`src/rtl/scroll_scheduler_pkg.sv`:
```
// Shared definitions for the scroll scheduler: sequencer state encoding,
// default level/screen geometry and the derived right-hand scroll limit.
package scroll_scheduler_pkg;

    typedef enum logic [2:0] {
        IDLE      = 3'd0,
        UPDATE    = 3'd1,
        START_BG  = 3'd2,
        WAIT_BG   = 3'd3,
        START_SPR = 3'd4,
        WAIT_SPR  = 3'd5
    } sched_state_t;

    // Default geometry: 2000-tile level, 20 x 15 visible tiles of 8 x 8 pixels.
    localparam int TILEMAP_TILES  = 2000;
    localparam int SCREEN_TILES_X = 20;
    localparam int SCREEN_TILES_Y = 15;
    localparam int TILE_PX        = 8;

    // Last column that still leaves a full screen of tiles to the right.
    localparam int MAX_OFFSET = TILEMAP_TILES - SCREEN_TILES_X;

endpackage

```
`src/rtl/scroll_offset_counter.sv`:
```
// Saturating up/down tile-column counter holding the first visible column.
// Moves by one per enabled step, clamps at 0 and MAX_VAL, never wraps.
module scroll_offset_counter
    import scroll_scheduler_pkg::*;
#(
    parameter int OFFSET_W = 11,
    parameter int MAX_VAL  = MAX_OFFSET
) (
    input  logic                clock,
    input  logic                reset,
    input  logic                step_en,
    input  logic                up,
    input  logic                down,
    output logic [OFFSET_W-1:0] x_offset
);

    localparam logic [OFFSET_W-1:0] LIMIT = OFFSET_W'(MAX_VAL);

    logic [OFFSET_W-1:0] x_offset_q;
    logic [OFFSET_W-1:0] x_offset_d;

    // Next column: single-direction requests move one tile unless at a limit.
    always_comb begin
        x_offset_d = x_offset_q;
        if (step_en) begin
            if (up && !down && (x_offset_q < LIMIT)) begin
                x_offset_d = x_offset_q + OFFSET_W'(1);
            end else if (down && !up && (x_offset_q != '0)) begin
                x_offset_d = x_offset_q - OFFSET_W'(1);
            end
        end
    end

    // Column register, cleared to the left edge of the level.
    always_ff @(posedge clock or posedge reset) begin
        if (reset) begin
            x_offset_q <= '0;
        end else begin
            x_offset_q <= x_offset_d;
        end
    end

    assign x_offset = x_offset_q;

endmodule

```
`src/rtl/scroll_scheduler.sv`:
```
// Per-frame sequencer upstream of the background drawer. Each accepted
// frame tick advances a frame divider (one scroll step every FRAME_DIV
// frames), then starts the background drawer, waits for it, starts the
// sprite drawer and waits for it. The column offset only moves on the
// UPDATE -> START_BG edge, so it is frozen while either drawer runs.
// Ticks arriving while a frame is in progress are dropped.
// Optional: SCROLL_SCHED_OVERRUN_CNT_EN adds an 8-bit saturating count
// of dropped ticks on overrun_count.
module scroll_scheduler
    import scroll_scheduler_pkg::*;
#(
    parameter int TILEMAP_LENGTH = TILEMAP_TILES,
    parameter int SCREEN_TILES   = SCREEN_TILES_X,
    parameter int FRAME_DIV      = 4,
    parameter int OFFSET_W       = 11
) (
    input  logic                clock,
    input  logic                reset,
    input  logic                frame_tick,
    input  logic                scroll_right,
    input  logic                scroll_left,
    output logic [OFFSET_W-1:0] x_offset,
    output logic                bg_enable,
    input  logic                bg_done,
    output logic                spr_enable,
    input  logic                spr_done,
`ifdef SCROLL_SCHED_OVERRUN_CNT_EN
    output logic [7:0]          overrun_count,
`endif
    output logic                busy
);

    localparam int MAX_OFF = TILEMAP_LENGTH - SCREEN_TILES;
    localparam int DIV_W   = (FRAME_DIV > 1) ? $clog2(FRAME_DIV) : 1;
    localparam logic [DIV_W-1:0] DIV_LAST = DIV_W'(FRAME_DIV - 1);

    sched_state_t     state_q;
    logic [DIV_W-1:0] div_q;
    logic             bg_enable_q;
    logic             spr_enable_q;
    logic             busy_q;
    logic             step_en;

    // Scroll requests only matter in the UPDATE cycle of the last divided frame.
    assign step_en = (state_q == UPDATE) && (div_q == DIV_LAST);

    scroll_offset_counter #(
        .OFFSET_W (OFFSET_W),
        .MAX_VAL  (MAX_OFF)
    ) u_offset (
        .clock    (clock),
        .reset    (reset),
        .step_en  (step_en),
        .up       (scroll_right),
        .down     (scroll_left),
        .x_offset (x_offset)
    );

    // Frame sequencer with divider and registered enable/busy outputs.
    always_ff @(posedge clock or posedge reset) begin
        if (reset) begin
            state_q      <= IDLE;
            div_q        <= '0;
            bg_enable_q  <= 1'b0;
            spr_enable_q <= 1'b0;
            busy_q       <= 1'b0;
        end else begin
            bg_enable_q  <= 1'b0;
            spr_enable_q <= 1'b0;
            case (state_q)
                IDLE: begin
                    if (frame_tick) begin
                        state_q <= UPDATE;
                        busy_q  <= 1'b1;
                    end
                end
                UPDATE: begin
                    div_q       <= (div_q == DIV_LAST) ? '0 : div_q + DIV_W'(1);
                    state_q     <= START_BG;
                    bg_enable_q <= 1'b1;
                end
                START_BG: begin
                    state_q <= WAIT_BG;
                end
                WAIT_BG: begin
                    if (bg_done) begin
                        state_q      <= START_SPR;
                        spr_enable_q <= 1'b1;
                    end
                end
                START_SPR: begin
                    state_q <= WAIT_SPR;
                end
                WAIT_SPR: begin
                    if (spr_done) begin
                        state_q <= IDLE;
                        busy_q  <= 1'b0;
                    end
                end
                default: begin
                    state_q <= IDLE;
                    busy_q  <= 1'b0;
                end
            endcase
        end
    end

`ifdef SCROLL_SCHED_OVERRUN_CNT_EN
    logic [7:0] overrun_q;

    // Count ticks that arrive while a frame is still in progress.
    always_ff @(posedge clock or posedge reset) begin
        if (reset) begin
            overrun_q <= '0;
        end else if (frame_tick && (state_q != IDLE) && (overrun_q != 8'hFF)) begin
            overrun_q <= overrun_q + 8'd1;
        end
    end

    assign overrun_count = overrun_q;
`endif

    assign bg_enable  = bg_enable_q;
    assign spr_enable = spr_enable_q;
    assign busy       = busy_q;

endmodule
```
`config.mk`:
```
export PLATFORM = sky130hd
export DESIGN_NAME = scroll_scheduler
export DESIGN_NICKNAME = d
export VERILOG_FILES = /design/src/rtl/scroll_scheduler_pkg.sv /design/src/rtl/scroll_offset_counter.sv /design/src/rtl/scroll_scheduler.sv
export SDC_FILE = /design/constraint.sdc
export NUM_CORES = 1
export LEC_CHECK = 0
export CAP_MARGIN = 30
export CORE_ASPECT_RATIO = 1.5
export CORE_MARGIN = 8
export CORE_UTILIZATION = 45
export CTS_BUF_LIST = sky130_fd_sc_hd__clkbuf_4 sky130_fd_sc_hd__clkbuf_8
export DETAILED_ROUTE_END_ITERATION = 10
export DONT_BUFFER_PORTS = 1
export PLACE_DENSITY = 0.73
export SYNTH_ARGS = -nofsm -noshare
export SYNTH_HDL_FRONTEND = slang
export SYNTH_SLANG_ARGS = --single-unit
```
`constraint.sdc`:
```
create_clock -name clock -period 2.5 [get_ports clock]
set_input_delay 0.25 -clock clock [delete_from_list [all_inputs] [get_ports clock]]
set_output_delay 0.25 -clock clock [all_outputs]
set_load 0.005 [all_outputs]
```
# == Yosys cells after proc, flatten, opt, wreduce, memory -nomap -nowiden ==
# Index checks and enable logic that the tools add are counted.
# totals
output_inout_bits,14
reg_bits,19
input_bits,7
elab_cells,47
# classes
bitwise,1
n_addsub,3
eq_ne,9
reduce_logical,14
n_lt_le_gt_ge,1
muxes,13
# op_table
op,n
$mux W11,2
$pmux W3 S6,1
$add A11 B1 Y11 const B,1
$lt A11 B11 Y1 const B,1
$reduce_bool A11 Y1,1
$sub A11 B1 Y11 const B,1
$mux W3,3
$eq A3 B2 Y1 const B,2
$eq A3 B3 Y1 const B,2
$ne A2 B2 Y1 const B,3
$reduce_and A3 Y1,2
$logic_and A1 B1 Y1,5
$mux W1,5
$reduce_or A4 Y1,1
$eq A3 B1 Y1 const B,1
$logic_not A3 Y1,1
$pmux W1 S3,1
$add A2 B1 Y2 const B,1
$eq A2 B2 Y1 const B,1
$logic_not A1 Y1,2
$mux W2,1
$reduce_and A2 Y1,1
$reduce_bool A2 Y1,1
$not A1 Y1,1

# == Longest topological paths before layout ==
# logic_depth
depth_word,5
mapped_depth,8
ltp_nobuf,8

# == Hierarchy ==
# Synthesis repeated with hierarchy kept, for this count alone.
# hier_totals
hier_cells,125
hier_area_um2,1290.0
# by_module_without_submodules
mod,area_per_inst_um2,cells_per_inst,instances
scroll_offset_counter,925.9,93,1
scroll_scheduler,364.1,32,1

# == Least setup slack after synthesis ==
# Ideal clock, no wire load.
# synth_timing
kind,flip-flop to flip-flop
startpoint,register u_offset.x_offset_q[10] (netlist: u_offset.x_offset[10])
endpoint,register u_offset.x_offset_q[8] (netlist: u_offset.x_offset[8])
required_time_ns,2.375
path_slack_ns,-0.146
arrival_time_ns,2.521
period_less_slack_ns,2.646
stages_incl_launch_ff,9
path_buffers,0
setup_ns,0.125
path_cell_list,dfrtp_1 nand4_1 o21ai_0 ha_1 a211oi_1 o21bai_1 o21ai_0 xnor2_1 mux2_2
# synth_between
elab_chain_cells,4
elab_cells_between_ends,7
cone_classes,order compare: 1; mux: 1; reduce/logical: 5
# synth_lines
item,line,source
"start, declared",scroll_offset_counter.sv:19,logic [OFFSET_W-1:0] x_offset_q;
"start signal, assigned",scroll_offset_counter.sv:39,x_offset_q <= x_offset_d;
$lt A11 B11 Y1 or $reduce_bool A11 Y1 (tied branches),"scroll_offset_counter.sv:26, scroll_offset_counter.sv:28",
"$logic_and A1 B1 Y1, on equally long branches","scroll_offset_counter.sv:26, scroll_offset_counter.sv:28",
$reduce_bool A2 Y1 (no source line),n/a,
$reduce_and A2 Y1 (no source line),n/a,
# Parallel ways exist; a longest one is shown, timed or not.
# A chain may end at the register's enable or synchronous reset.

# == Worst setup path after layout ==
# layout_timing
startpoint,register u_offset.x_offset_q[5] (netlist: u_offset.x_offset[5])
endpoint,register u_offset.x_offset_q[6] (netlist: u_offset.x_offset[6])
# Same word-level chain as after synthesis.

==> impl_results.md <==
- Gate Count Post-Synth: 122
- Synthesized area: 1230 µm²
- Worst vdd ir: 0.000739 V
- PD cells: around 1500 nW/µm²
- # clock sinks: 19
- Post-route ant nets: 0
- Clock root cell: clkbuf_8
- Worst slack, placed: about 0.011 ns
- Global-route total usage across every layer: 0.132
- Die Y: 80.1 µm
- Syn_area_per_cell: about 10 µm²
- WP data arrival: ~2.5 ns
- RSZ-0062 raised after global routing: yes
- Reg-to-reg slack, setup: roughly 0.16 ns
- Final cell count without fillers: 177
- Gr ovfl total: 0
- Seq/Total Area, Yosys: 0.386
- Io pins: 21
- Leak pwr: 0.667 nW
- CTS tree: yes
- Critical path class: flop to flop
- Setup tns final: 0 ns
- Clock-pin slew on the worst setup and hold paths: about 0.07 ns
- Die W: about 59 µm
- Gpl congestion: 0.873
- Num rows: 23
- Avg Vias per Cell: 5.86
- Outcome: finished with violations
- Syn_nets: 140
- FF+latch count, synth: 19
- Initial drt markers: 37
- Post-synth cell types: 34
- CP Capture Type: flop
- Initial core utilization: 0.465
- PortBufs: 0
- Fillers: 241
- Fmax: 427 MHz
- Placed Cells: 173
- Worst Path Required: roughly 2.6 ns
- H-tree Lvls: 1
- Vias in the first global route: 1117
- Share of cells above drive strength 1: 0.243
- Pin count of the biggest net entering global routing: 20
- Worst-Skew Late Latency: 0.25 ns
- Layout area overhead: 18.1%
- Pre-antenna DRT Iters: 4
- Hold-fix buffers at CTS: 0
- Critical Path Start: u_offset.x_offset[5]
- Detailed-route via count: 1038
- Final WS setup: around 0.16 ns
- CP Launch Type: flop
- Worst-Margin Slew: slightly above 0.7 ns
- Flip-flop and latch area: 475 µm²
- Max-slew violation count: 0
- Clk buf depth: 2
- Delay of the slowest critical-path stage: about 0.40 ns
- DP HPWL: 2350 µm
- Critical path buffers and inverters: 0
- ANT cells: 0
- First-pass GRT wire length: 4840 µm
- Final Critical Period: 2.34 ns
- Worst Hold Class: primary input to asynchronous set/reset pin
- Num CTS Buffers: 3
- DR DRC count: 0
- Total Wirelength: 2880 µm
- Worst path slowest cell: dfrtp_1
- Cell family with the largest share of critical-path delay: compound AO/OA/AOI/OAI gates
- Most common cell after layout, fill and taps aside: dfrtp_1
- Worst r2r src: u_offset.x_offset[5]
- Fin nets: 159
- Hold slack: -0.00176 ns
- Final Hold Fails: 7
- Die Area: about 4700 µm²
- Core ar.: 2650 µm²
- Period utilisation layout: 0.936
- CP Cell Sequence: a41oi_2, o21ai_4, fa_1, a211oi_1, o21bai_2, a21oi_1, xnor2_1, mux2_2
- Multi-input logic area: 762 µm²
- Max-cap violation count: 0
- Final setup fails: 0
- Final Skew: about 0.0020 ns
- Wire length per cell: 16.3 µm
- Initial antenna violation count: 0
- Crit-path max FO: 5
- YS warnings: 0
- Relative slew slack: 0.517
- Most frequent cells in the layout: dfrtp_1 (19), buf_4 (15), nand2_1 (14), a21oi_1 (12), o21ai_0 (11)
- Violated checks: negative hold slack
[flip-flops by register name (all words and copies together) (netlist names)]
| register | flops |
|---|---|
| state_q | 3 |
| spr_enable | 1 |
| busy | 1 |
| bg_enable | 1 |
| u_offset.x_offset | 11 |
| div_q | 2 |
[synth_stat cells]
cell type,n,area share
o2111ai_1,2,0.014
o21ai_0,13,0.053
a21oi_1,12,0.049
buf_6,1,0.0091
o21bai_1,2,0.012
a211oi_1,2,0.012
o211a_1,1,0.0081
xnor2_1,6,0.043
o21a_2,1,0.0071
a211o_1,2,0.014
nor3b_4,1,0.015
a22o_1,1,0.0071
nor3_1,2,0.0081
or2_2,1,0.0051
o211ai_1,3,0.018
nor2_1,2,0.0061
and2b_1,1,0.0061
nand2_1,14,0.043
a21o_1,2,0.012
nor4_1,2,0.010
a31o_2,1,0.0071
nand3_1,2,0.0081
inv_1,3,0.0091
fa_1,1,0.016
mux2_2,5,0.046
xor2_1,2,0.014
mux2_4,2,0.024
dfrtp_1,19,0.39
nor2b_1,2,0.010
nand4b_1,1,0.0071
a41oi_1,1,0.0071
ha_1,10,0.10
nand4_1,1,0.0051
and3_1,1,0.0051
[stage by stage]
| stage | total power, W | cell area (µm²) | util |
|---|---|---|---|
| floorplan | 0.00145 | 1230 | - |
| global placement | 0.00181 | 1380 | 0.521 |
| detailed placement | 0.00187 | 1380 | 0.521 |
| CTS | 0.00209 | 1430 | 0.540 |
| global route | 0.00231 | 1450 | 0.549 |
| finish | 0.00212 | 1450 | 0.549 |
[routing by layer]
metal	wire length, µm	vias up	global-route usage	share of wire
met5	0	-	0	0
met4	97	0	0.0769	0.034
met3	246	10	0.0463	0.085
met2	1490	44	0.235	0.52
met1	1040	493	0.127	0.36
li1	-	491	-	-
[path summary, 6_finish.rpt]
kind                       cells past startpoint                   end
setup reg to reg                               8  u_offset.x_offset[6]
hold reg to reg                                1              div_q[1]
min in group clock                             2            spr_enable
setup / recovery                               8  u_offset.x_offset[6]
max in group asynchronous                      1  u_offset.x_offset[8]
hold / removal                                 1             bg_enable
[logic make-up (layout without fill, tap and decap cells)]
logic type | Yosys count | count (layout) | synth area share
xor gates and xnor gates | 8 | 8 | 0.0569
and+or+nand+nor | 30 | 30 | 0.129
AOI/OAI and AO/OA | 43 | 43 | 0.222
buffers and inverters | 4 | 22 | 0.0183
DFF | 19 | 19 | 0.386
muxes | 7 | 7 | 0.0701
adders and majority gates | 11 | 11 | 0.118
[final cells by class]
class                   instances  area share
multi-input cells              99       0.524
flip-flops and latches         19       0.327
repair buffers                 15      0.0775
well taps                      37      0.0318
clock buffers                   3      0.0284
inverters                       3     0.00775
clock inverters                 1     0.00344
[power breakdown]
group	internal, W	total, W	switching [W]
logic	0.000636	0.00129	0.000659
clock network	0.000111	0.000212	0.000102
registers	0.000459	0.000610	0.000151
[what timing repair did]
item / 4_1_cts / 5_1_grt
setup endpoints to repair: 1 / 6
pin swaps: 0 / 0
buffers inserted: 0 / 0
gates resized for setup: 1 / 5
Note: power is estimated with default switching activity, not from simulation.
